`config.mk`:
```
export PLATFORM = sky130hd
export DESIGN_NAME = d_cache_wbuf_flat
export DESIGN_NICKNAME = d
export VERILOG_FILES = /design/src/rtl/d_cache_wbuf_if.sv /design/src/rtl/d_cache_wbuf.sv /design/src/flat_wrapper.sv
export SDC_FILE = /design/constraint.sdc
export NUM_CORES = 1
export LEC_CHECK = 0
export BUFFER_PORTS_ARGS = -buffer_cell sky130_fd_sc_hd__clkbuf_2
export CORE_MARGIN = 2
export CORE_UTILIZATION = 61
export DETAILED_ROUTE_END_ITERATION = 16
export HOLD_SLACK_MARGIN = 0.12
export PLACE_DENSITY = 0.85
export SLEW_MARGIN = 20
export SYNTH_ARGS = -nofsm -noshare
export SYNTH_HDL_FRONTEND = slang
export SYNTH_SLANG_ARGS = --single-unit
```
`constraint.sdc`:
```
create_clock -name clk -period 4.8 [get_ports clk]
set_clock_uncertainty 0.1 [all_clocks]
set_input_delay 0.48 -clock clk [delete_from_list [all_inputs] [get_ports clk]]
set_output_delay 0.48 -clock clk [all_outputs]
set_load 0.02 [all_outputs]
```
`src/rtl/d_cache_wbuf_if.sv`:
```
// sram-like request bus: one request/response channel for the cache side or the memory side.
// Latency: none; this is a bundle of wires.
// Backpressure: req is held until addr_ok; data_ok marks completion.
interface d_cache_wbuf_if;
    logic        req;
    logic        wr;
    logic [1:0]  size;
    logic [31:0] addr;
    logic [31:0] wdata;
    logic [31:0] rdata;
    logic        addr_ok;
    logic        data_ok;

    // Requester side drives the command, responder side drives the handshakes and read data.
    modport master (output req, wr, size, addr, wdata, input  rdata, addr_ok, data_ok);
    modport slave  (input  req, wr, size, addr, wdata, output rdata, addr_ok, data_ok);
endinterface

```
`src/rtl/d_cache_wbuf.sv`:
```
// Write buffer between the data cache and the sram-like AXI bridge; stores queue, reads wait for an empty queue.
// Latency: write acked 1 cycle after accept; reads take the downstream latency plus one IDLE->R_REQ cycle.
// Backpressure: writes refused while full (registered count) or during the ack cycle; reads held until drained.
module d_cache_wbuf #(
    parameter int PTR_WIDTH = 2
) (
    input  logic           clk,
    input  logic           rst,
    d_cache_wbuf_if.slave  cache_data,
    d_cache_wbuf_if.master mem_data,
    output logic           wbuf_empty
);
    localparam int DEPTH = 1 << PTR_WIDTH;

    typedef struct packed {
        logic [1:0]  size;
        logic [31:0] addr;
        logic [31:0] wdata;
    } entry_t;

    typedef enum logic [2:0] {IDLE, W_REQ, W_WAIT, R_REQ, R_WAIT} state_t;

    entry_t               queue_q [DEPTH];
    logic [PTR_WIDTH-1:0] wr_ptr_q, wr_ptr_d;
    logic [PTR_WIDTH-1:0] rd_ptr_q, rd_ptr_d;
    logic [PTR_WIDTH:0]   count_q, count_d;
    logic                 wr_ack_q;
    state_t               state_q;

    logic                 mem_req_q;
    logic                 mem_wr_q;
    logic [1:0]           mem_size_q;
    logic [31:0]          mem_addr_q;
    logic [31:0]          mem_wdata_q;

    logic                 full;
    logic                 push;
    logic                 pop;
    logic                 rd_accept;
    entry_t               head;

    // count only reaches DEPTH when its top bit is set, so that bit is the full flag
    assign full      = count_q[PTR_WIDTH];
    assign push      = cache_data.req & cache_data.wr & ~full & ~wr_ack_q;
    assign pop       = (state_q == W_WAIT) & mem_data.data_ok;
    assign rd_accept = (state_q == R_REQ) & mem_data.addr_ok;
    assign head      = queue_q[rd_ptr_q];

    assign cache_data.addr_ok = push | rd_accept;
    assign cache_data.data_ok = wr_ack_q | ((state_q == R_WAIT) & mem_data.data_ok);
    assign cache_data.rdata   = (state_q == R_WAIT) ? mem_data.rdata : 32'h0;

    assign mem_data.req   = mem_req_q;
    assign mem_data.wr    = mem_wr_q;
    assign mem_data.size  = mem_size_q;
    assign mem_data.addr  = mem_addr_q;
    assign mem_data.wdata = mem_wdata_q;

    assign wbuf_empty = (count_q == '0) & (state_q == IDLE) & ~wr_ack_q;

    // Pointer and occupancy next state; a simultaneous push and pop leaves the count unchanged
    always_comb begin
        wr_ptr_d = wr_ptr_q;
        rd_ptr_d = rd_ptr_q;
        count_d  = count_q;
        if (push) wr_ptr_d = wr_ptr_q + PTR_WIDTH'(1);
        if (pop)  rd_ptr_d = rd_ptr_q + PTR_WIDTH'(1);
        if (push && !pop)      count_d = count_q + (PTR_WIDTH + 1)'(1);
        else if (pop && !push) count_d = count_q - (PTR_WIDTH + 1)'(1);
    end

    // Queue storage; contents need no reset because count gates every read of it
    always_ff @(posedge clk) begin
        if (push) queue_q[wr_ptr_q] <= '{size: cache_data.size, addr: cache_data.addr, wdata: cache_data.wdata};
    end

    // Queue bookkeeping and the one-cycle write acknowledge
    always_ff @(posedge clk) begin
        if (rst) begin
            wr_ptr_q <= '0;
            rd_ptr_q <= '0;
            count_q  <= '0;
            wr_ack_q <= 1'b0;
        end else begin
            wr_ptr_q <= wr_ptr_d;
            rd_ptr_q <= rd_ptr_d;
            count_q  <= count_d;
            wr_ack_q <= push;
        end
    end

    // Drain FSM: one downstream transaction at a time, queued writes always before any read
    always_ff @(posedge clk) begin
        if (rst) begin
            state_q     <= IDLE;
            mem_req_q   <= 1'b0;
            mem_wr_q    <= 1'b0;
            mem_size_q  <= 2'b00;
            mem_addr_q  <= 32'h0;
            mem_wdata_q <= 32'h0;
        end else begin
            case (state_q)
                IDLE: begin
                    if (count_q != '0) begin
                        state_q     <= W_REQ;
                        mem_req_q   <= 1'b1;
                        mem_wr_q    <= 1'b1;
                        mem_size_q  <= head.size;
                        mem_addr_q  <= head.addr;
                        mem_wdata_q <= head.wdata;
                    end else if (cache_data.req && !cache_data.wr && !wr_ack_q) begin
                        state_q     <= R_REQ;
                        mem_req_q   <= 1'b1;
                        mem_wr_q    <= 1'b0;
                        mem_size_q  <= cache_data.size;
                        mem_addr_q  <= cache_data.addr;
                        mem_wdata_q <= 32'h0;
                    end
                end
                W_REQ, R_REQ: begin
                    if (mem_data.addr_ok) begin
                        state_q     <= (state_q == W_REQ) ? W_WAIT : R_WAIT;
                        mem_req_q   <= 1'b0;
                        mem_wr_q    <= 1'b0;
                        mem_size_q  <= 2'b00;
                        mem_addr_q  <= 32'h0;
                        mem_wdata_q <= 32'h0;
                    end
                end
                W_WAIT, R_WAIT: begin
                    if (mem_data.data_ok) state_q <= IDLE;
                end
                default: begin
                    state_q     <= IDLE;
                    mem_req_q   <= 1'b0;
                    mem_wr_q    <= 1'b0;
                    mem_size_q  <= 2'b00;
                    mem_addr_q  <= 32'h0;
                    mem_wdata_q <= 32'h0;
                end
            endcase
        end
    end
endmodule
```
`src/flat_wrapper.sv`:
```
// flat-port wrapper written by rule: the top's interface ports become plain ports
module d_cache_wbuf_flat 
#(
    parameter int PTR_WIDTH = 2
)
  (clk, rst, wbuf_empty, cache_data_req, cache_data_wr, cache_data_size, cache_data_addr, cache_data_wdata, cache_data_rdata, cache_data_addr_ok, cache_data_data_ok, mem_data_req, mem_data_wr, mem_data_size, mem_data_addr, mem_data_wdata, mem_data_rdata, mem_data_addr_ok, mem_data_data_ok);
  d_cache_wbuf_if cache_data_i ();
  d_cache_wbuf_if mem_data_i ();
  input  logic clk;
  input  logic rst;
  output logic wbuf_empty;
  input wire logic [$bits(cache_data_i.req)-1:0] cache_data_req;
  input wire logic [$bits(cache_data_i.wr)-1:0] cache_data_wr;
  input wire logic [$bits(cache_data_i.size)-1:0] cache_data_size;
  input wire logic [$bits(cache_data_i.addr)-1:0] cache_data_addr;
  input wire logic [$bits(cache_data_i.wdata)-1:0] cache_data_wdata;
  output wire logic [$bits(cache_data_i.rdata)-1:0] cache_data_rdata;
  output wire logic [$bits(cache_data_i.addr_ok)-1:0] cache_data_addr_ok;
  output wire logic [$bits(cache_data_i.data_ok)-1:0] cache_data_data_ok;
  output wire logic [$bits(mem_data_i.req)-1:0] mem_data_req;
  output wire logic [$bits(mem_data_i.wr)-1:0] mem_data_wr;
  output wire logic [$bits(mem_data_i.size)-1:0] mem_data_size;
  output wire logic [$bits(mem_data_i.addr)-1:0] mem_data_addr;
  output wire logic [$bits(mem_data_i.wdata)-1:0] mem_data_wdata;
  input wire logic [$bits(mem_data_i.rdata)-1:0] mem_data_rdata;
  input wire logic [$bits(mem_data_i.addr_ok)-1:0] mem_data_addr_ok;
  input wire logic [$bits(mem_data_i.data_ok)-1:0] mem_data_data_ok;
  assign cache_data_i.req = cache_data_req;
  assign cache_data_i.wr = cache_data_wr;
  assign cache_data_i.size = cache_data_size;
  assign cache_data_i.addr = cache_data_addr;
  assign cache_data_i.wdata = cache_data_wdata;
  assign cache_data_rdata = cache_data_i.rdata;
  assign cache_data_addr_ok = cache_data_i.addr_ok;
  assign cache_data_data_ok = cache_data_i.data_ok;
  assign mem_data_req = mem_data_i.req;
  assign mem_data_wr = mem_data_i.wr;
  assign mem_data_size = mem_data_i.size;
  assign mem_data_addr = mem_data_i.addr;
  assign mem_data_wdata = mem_data_i.wdata;
  assign mem_data_i.rdata = mem_data_rdata;
  assign mem_data_i.addr_ok = mem_data_addr_ok;
  assign mem_data_i.data_ok = mem_data_data_ok;
  d_cache_wbuf #(.PTR_WIDTH(PTR_WIDTH)) u_core (.clk(clk), .rst(rst), .cache_data(cache_data_i), .mem_data(mem_data_i), .wbuf_empty(wbuf_empty));
endmodule
```
==> flow_summary.toml <==
[logic_synthesis]
ys_ff_latch = 345
synth_cell_types = 45
syn_nets = 884
yosys.area.top_type = "edfxtp_1"
synth_edf_count = 264
synth_top_area_share_pct = 58.0
yosys_warnings = 0
syn-instance-count = 774
syn_area_um2 = 13700
async_flop_share_pct = 0
ys_seq_area_share_pct = 69.9
synth.top_cells.by_area = "edfxtp_1 (58%), dfxtp_1 (12%), mux4_2 (11%)"
avgSynthCellArea_um2 = 17.6
synth-main-ff-cell = "edfxtp_1"

[critical_path]
ff2ff_path_depth = 4
end_kind = "flop"
startpoint = "u_core.state_q[0]"
r2r_slack_ps = 1790
setup.worst_path.end = "u_core.mem_data.size[1]"
critPathKind = "reg2reg"
critical_path_required_ps = 5040
r2r_start = "u_core.state_q[0]"
start_kind = "flop"
critPathMaxFanout = 37
rr_endpoint = "u_core.mem_data.size[1]"
worstPathArrival_ps = 3250

[placement]
gp_congestion = 0.769
dp_hpwl_um = 16900
placed_cells = 1209
port-buffer-count = 206

[final_layout]
num-fill-cells = 1206
final_nets = 1135
antennaDiodeCount = 0
drive_above_1_share_pct = 36.9
synthToLayoutAreaGrowth_pct = 22.2
layout.cells.non_filler = 1333
final_util_pct = 76.2

[routing]
drt-initial-drc-count = 756
routedWlPerCell_um = 23.1
via_per_inst = 6.12
antenna_left = 0
dr.pass1.iters = 5
vias = 8159
routed_wl_um = 30800
route.detailed.drc = 0

[die]
io_pins = 207
die_width_um = 154
start_util_pct = 62.4
coreArea_um2 = 21900
fp.dieArea_um2 = 23600
die_h_um = 154
fp-row-count = 54

[power_and_ir_drop]
p_sw_share_pct = 30.9
power_leakage_uw = 0.00604
pwr_density_cell_nw_per_um2 = 546
internal_power_uw = 6300
seqPwrFrac_pct = 41.2
p_clk_share_pct = 32.9
pwr-share-comb_pct = 25.9
ir_drop_uv = 419
switchingPower_uw = 2810

[global_route]
grt_max_degree = 67
grt_pass1_vias = 8447
grt_pass1_wl_um = 47200
gr-usage-all-layers_pct = 25.9
grt-ovfl-total = 0
antenna_found_initial = 0

[clocking]
cts_buffer_depth = 3
cts_setup_buffers = 0
cts_root_buf = "clkbuf_16"
cts_max_level = 2
clkTransAtPathRegs_ps = 70
numCtsBuffers = 36
clk_latency_ps = 520
cts.sinks = 345
cts_tree = "done"

[sta]
fmax_mhz = 332
rsz0062_at_grt = "no"
period_share_pct = 62.8
finalWorstPathRequiredPeriod_ps = 3010
maxSlewHeadroom_pct = 26.0
tightest_slew_ps = 1110
hold_viol = 0
tns_ps = 0
setup_viol = 0
report.final.slew_viol_count = 0

[flow_run]
maxCapViolations = 0

[hold_path]
hp-class = "in2reg"

[run_status]
outcome = "finished clean"
## sequential cells by signal, summed over array words and instances, names as in the netlist, named ones only
signal	flops
u_core.count_q	3
u_core.wr_ptr_q	2
u_core.wr_ack_q	1
u_core.mem_data.addr	32
u_core.mem_data.req	1
u_core.mem_data.wr	1
u_core.queue_q	264
u_core.state_q	3
u_core.rd_ptr_q	2
u_core.mem_data.wdata	32
u_core.mem_data.size	2
## routing by layer
| metal | track usage (%) | wire length (um) | vias up | share of wire, % |
|---|---|---|---|---|
| met1 | 31.9 | 11400 | 4085 | 37 |
| met4 | 8.17 | 688 | 0 | 2.2 |
| met3 | 5.81 | 2710 | 52 | 8.8 |
| met5 | 0 | 0 | - | 0 |
| met2 | 46.1 | 16100 | 431 | 52 |
| li1 | - | - | 3591 | - |
## power groups by stage
stage | Combinational [uW] | Sequential, uW | Clock, uW
2_1_floorplan | 1670 | 3910 | 0
3_3_place_gp | 2210 | 3790 | 0
3_5_place_dp | 2280 | 3800 | 0
4_1_cts | 2340 | 3750 | 3010
5_1_grt | 2520 | 3790 | 3130
6_report | 2360 | 3760 | 2990
## how the worst min path moves through the flow
stage	startpoint	to	slack, ps	depth (start not counted)
finish	cache_data_addr[0]	u_core.queue_q[2][32]	130	1
global route	cache_data_addr[9]	u_core.queue_q[0][41]	140	1
CTS	cache_data_size[0]	u_core.queue_q[1][64]	120	1
detailed placement	u_core.mem_data.addr[24]	u_core.mem_data.addr[24]	350	2
global placement	u_core.mem_data.addr[27]	u_core.mem_data.addr[27]	350	2
floorplan	u_core.count_q[2]	u_core.count_q[2]	370	2
## final cells by class
type | count | area [um2] | area share [%]
inverter | 40 | 150 | 0.900
clock inverter | 19 | 275 | 1.65
tap | 280 | 350 | 2.10
timing repair buffer | 275 | 1690 | 10.2
clock buffer | 47 | 1020 | 6.14
sequential | 345 | 9560 | 57.3
multi-input combinational | 327 | 3630 | 21.8
## metrics by stage
step | setup WS, ps | total power [uW] | hold WS (ps) | area (um2)
2_1_floorplan | 1680 | 5570 | 367 | 13700
3_3_place_gp | 1840 | 6010 | 350 | 14800
6_report | 1790 | 9120 | 127 | 16700
3_5_place_dp | 1700 | 6080 | 353 | 14800
4_1_cts | 1670 | 9110 | 124 | 16700
5_1_grt | 1590 | 9440 | 137 | 16700
## synthesized netlist by cell type (4+ instances only)
library cell	instances
a221oi_1	4
buf_6	8
clkbuf_1	39
dfxtp_1	81
ha_1	5
nor2_1	9
edfxtp_1	264
a22o_1	32
nand2b_1	31
nand3_1	34
and3_1	33
or2b_1	4
a221oi_2	30
and2_1	5
a211oi_1	35
buf_2	11
inv_1	40
mux4_2	66
## cells in the final DEF, fill, tap and decap left out, types with 7 or more instances in the layout
master and n:
mux4_2 66, clkbuf_2 206, dlygate4sd3_1 58, dfxtp_1 78, bufinv_16 7, edfxtp_1 264
nand2b_1 31, nand3_1 34, and3_1 33, inv_1 40, a22o_1 32, clkbuf_16 38
buf_4 11, a221oi_2 30, a211oi_1 35, nor2_1 9
## cell families after synthesis
| logic type | Yosys count | share of synthesized area (%) |
|---|---|---|
| buf+inv | 102 | 3.73 |
| xor+xnor | 6 | 0.385 |
| compound gates | 113 | 8.30 |
| mux | 67 | 11.0 |
| flops | 345 | 69.9 |
| fa+ha+maj | 6 | 0.605 |
| simple gates | 135 | 6.10 |
## timing repair
item,CTS,global route
endpoints found under the hold margin,225,0
hold buffers,58,0
gates resized for setup,0,0
## worst max-delay path: stages (launching register included)
cell and delay (ps):
dfxtp_1 440, nor2_4 520, and2_4 540, or3_2 930
a221oi_1 240
No activity file was read; power rests on OpenSTA's default activity.
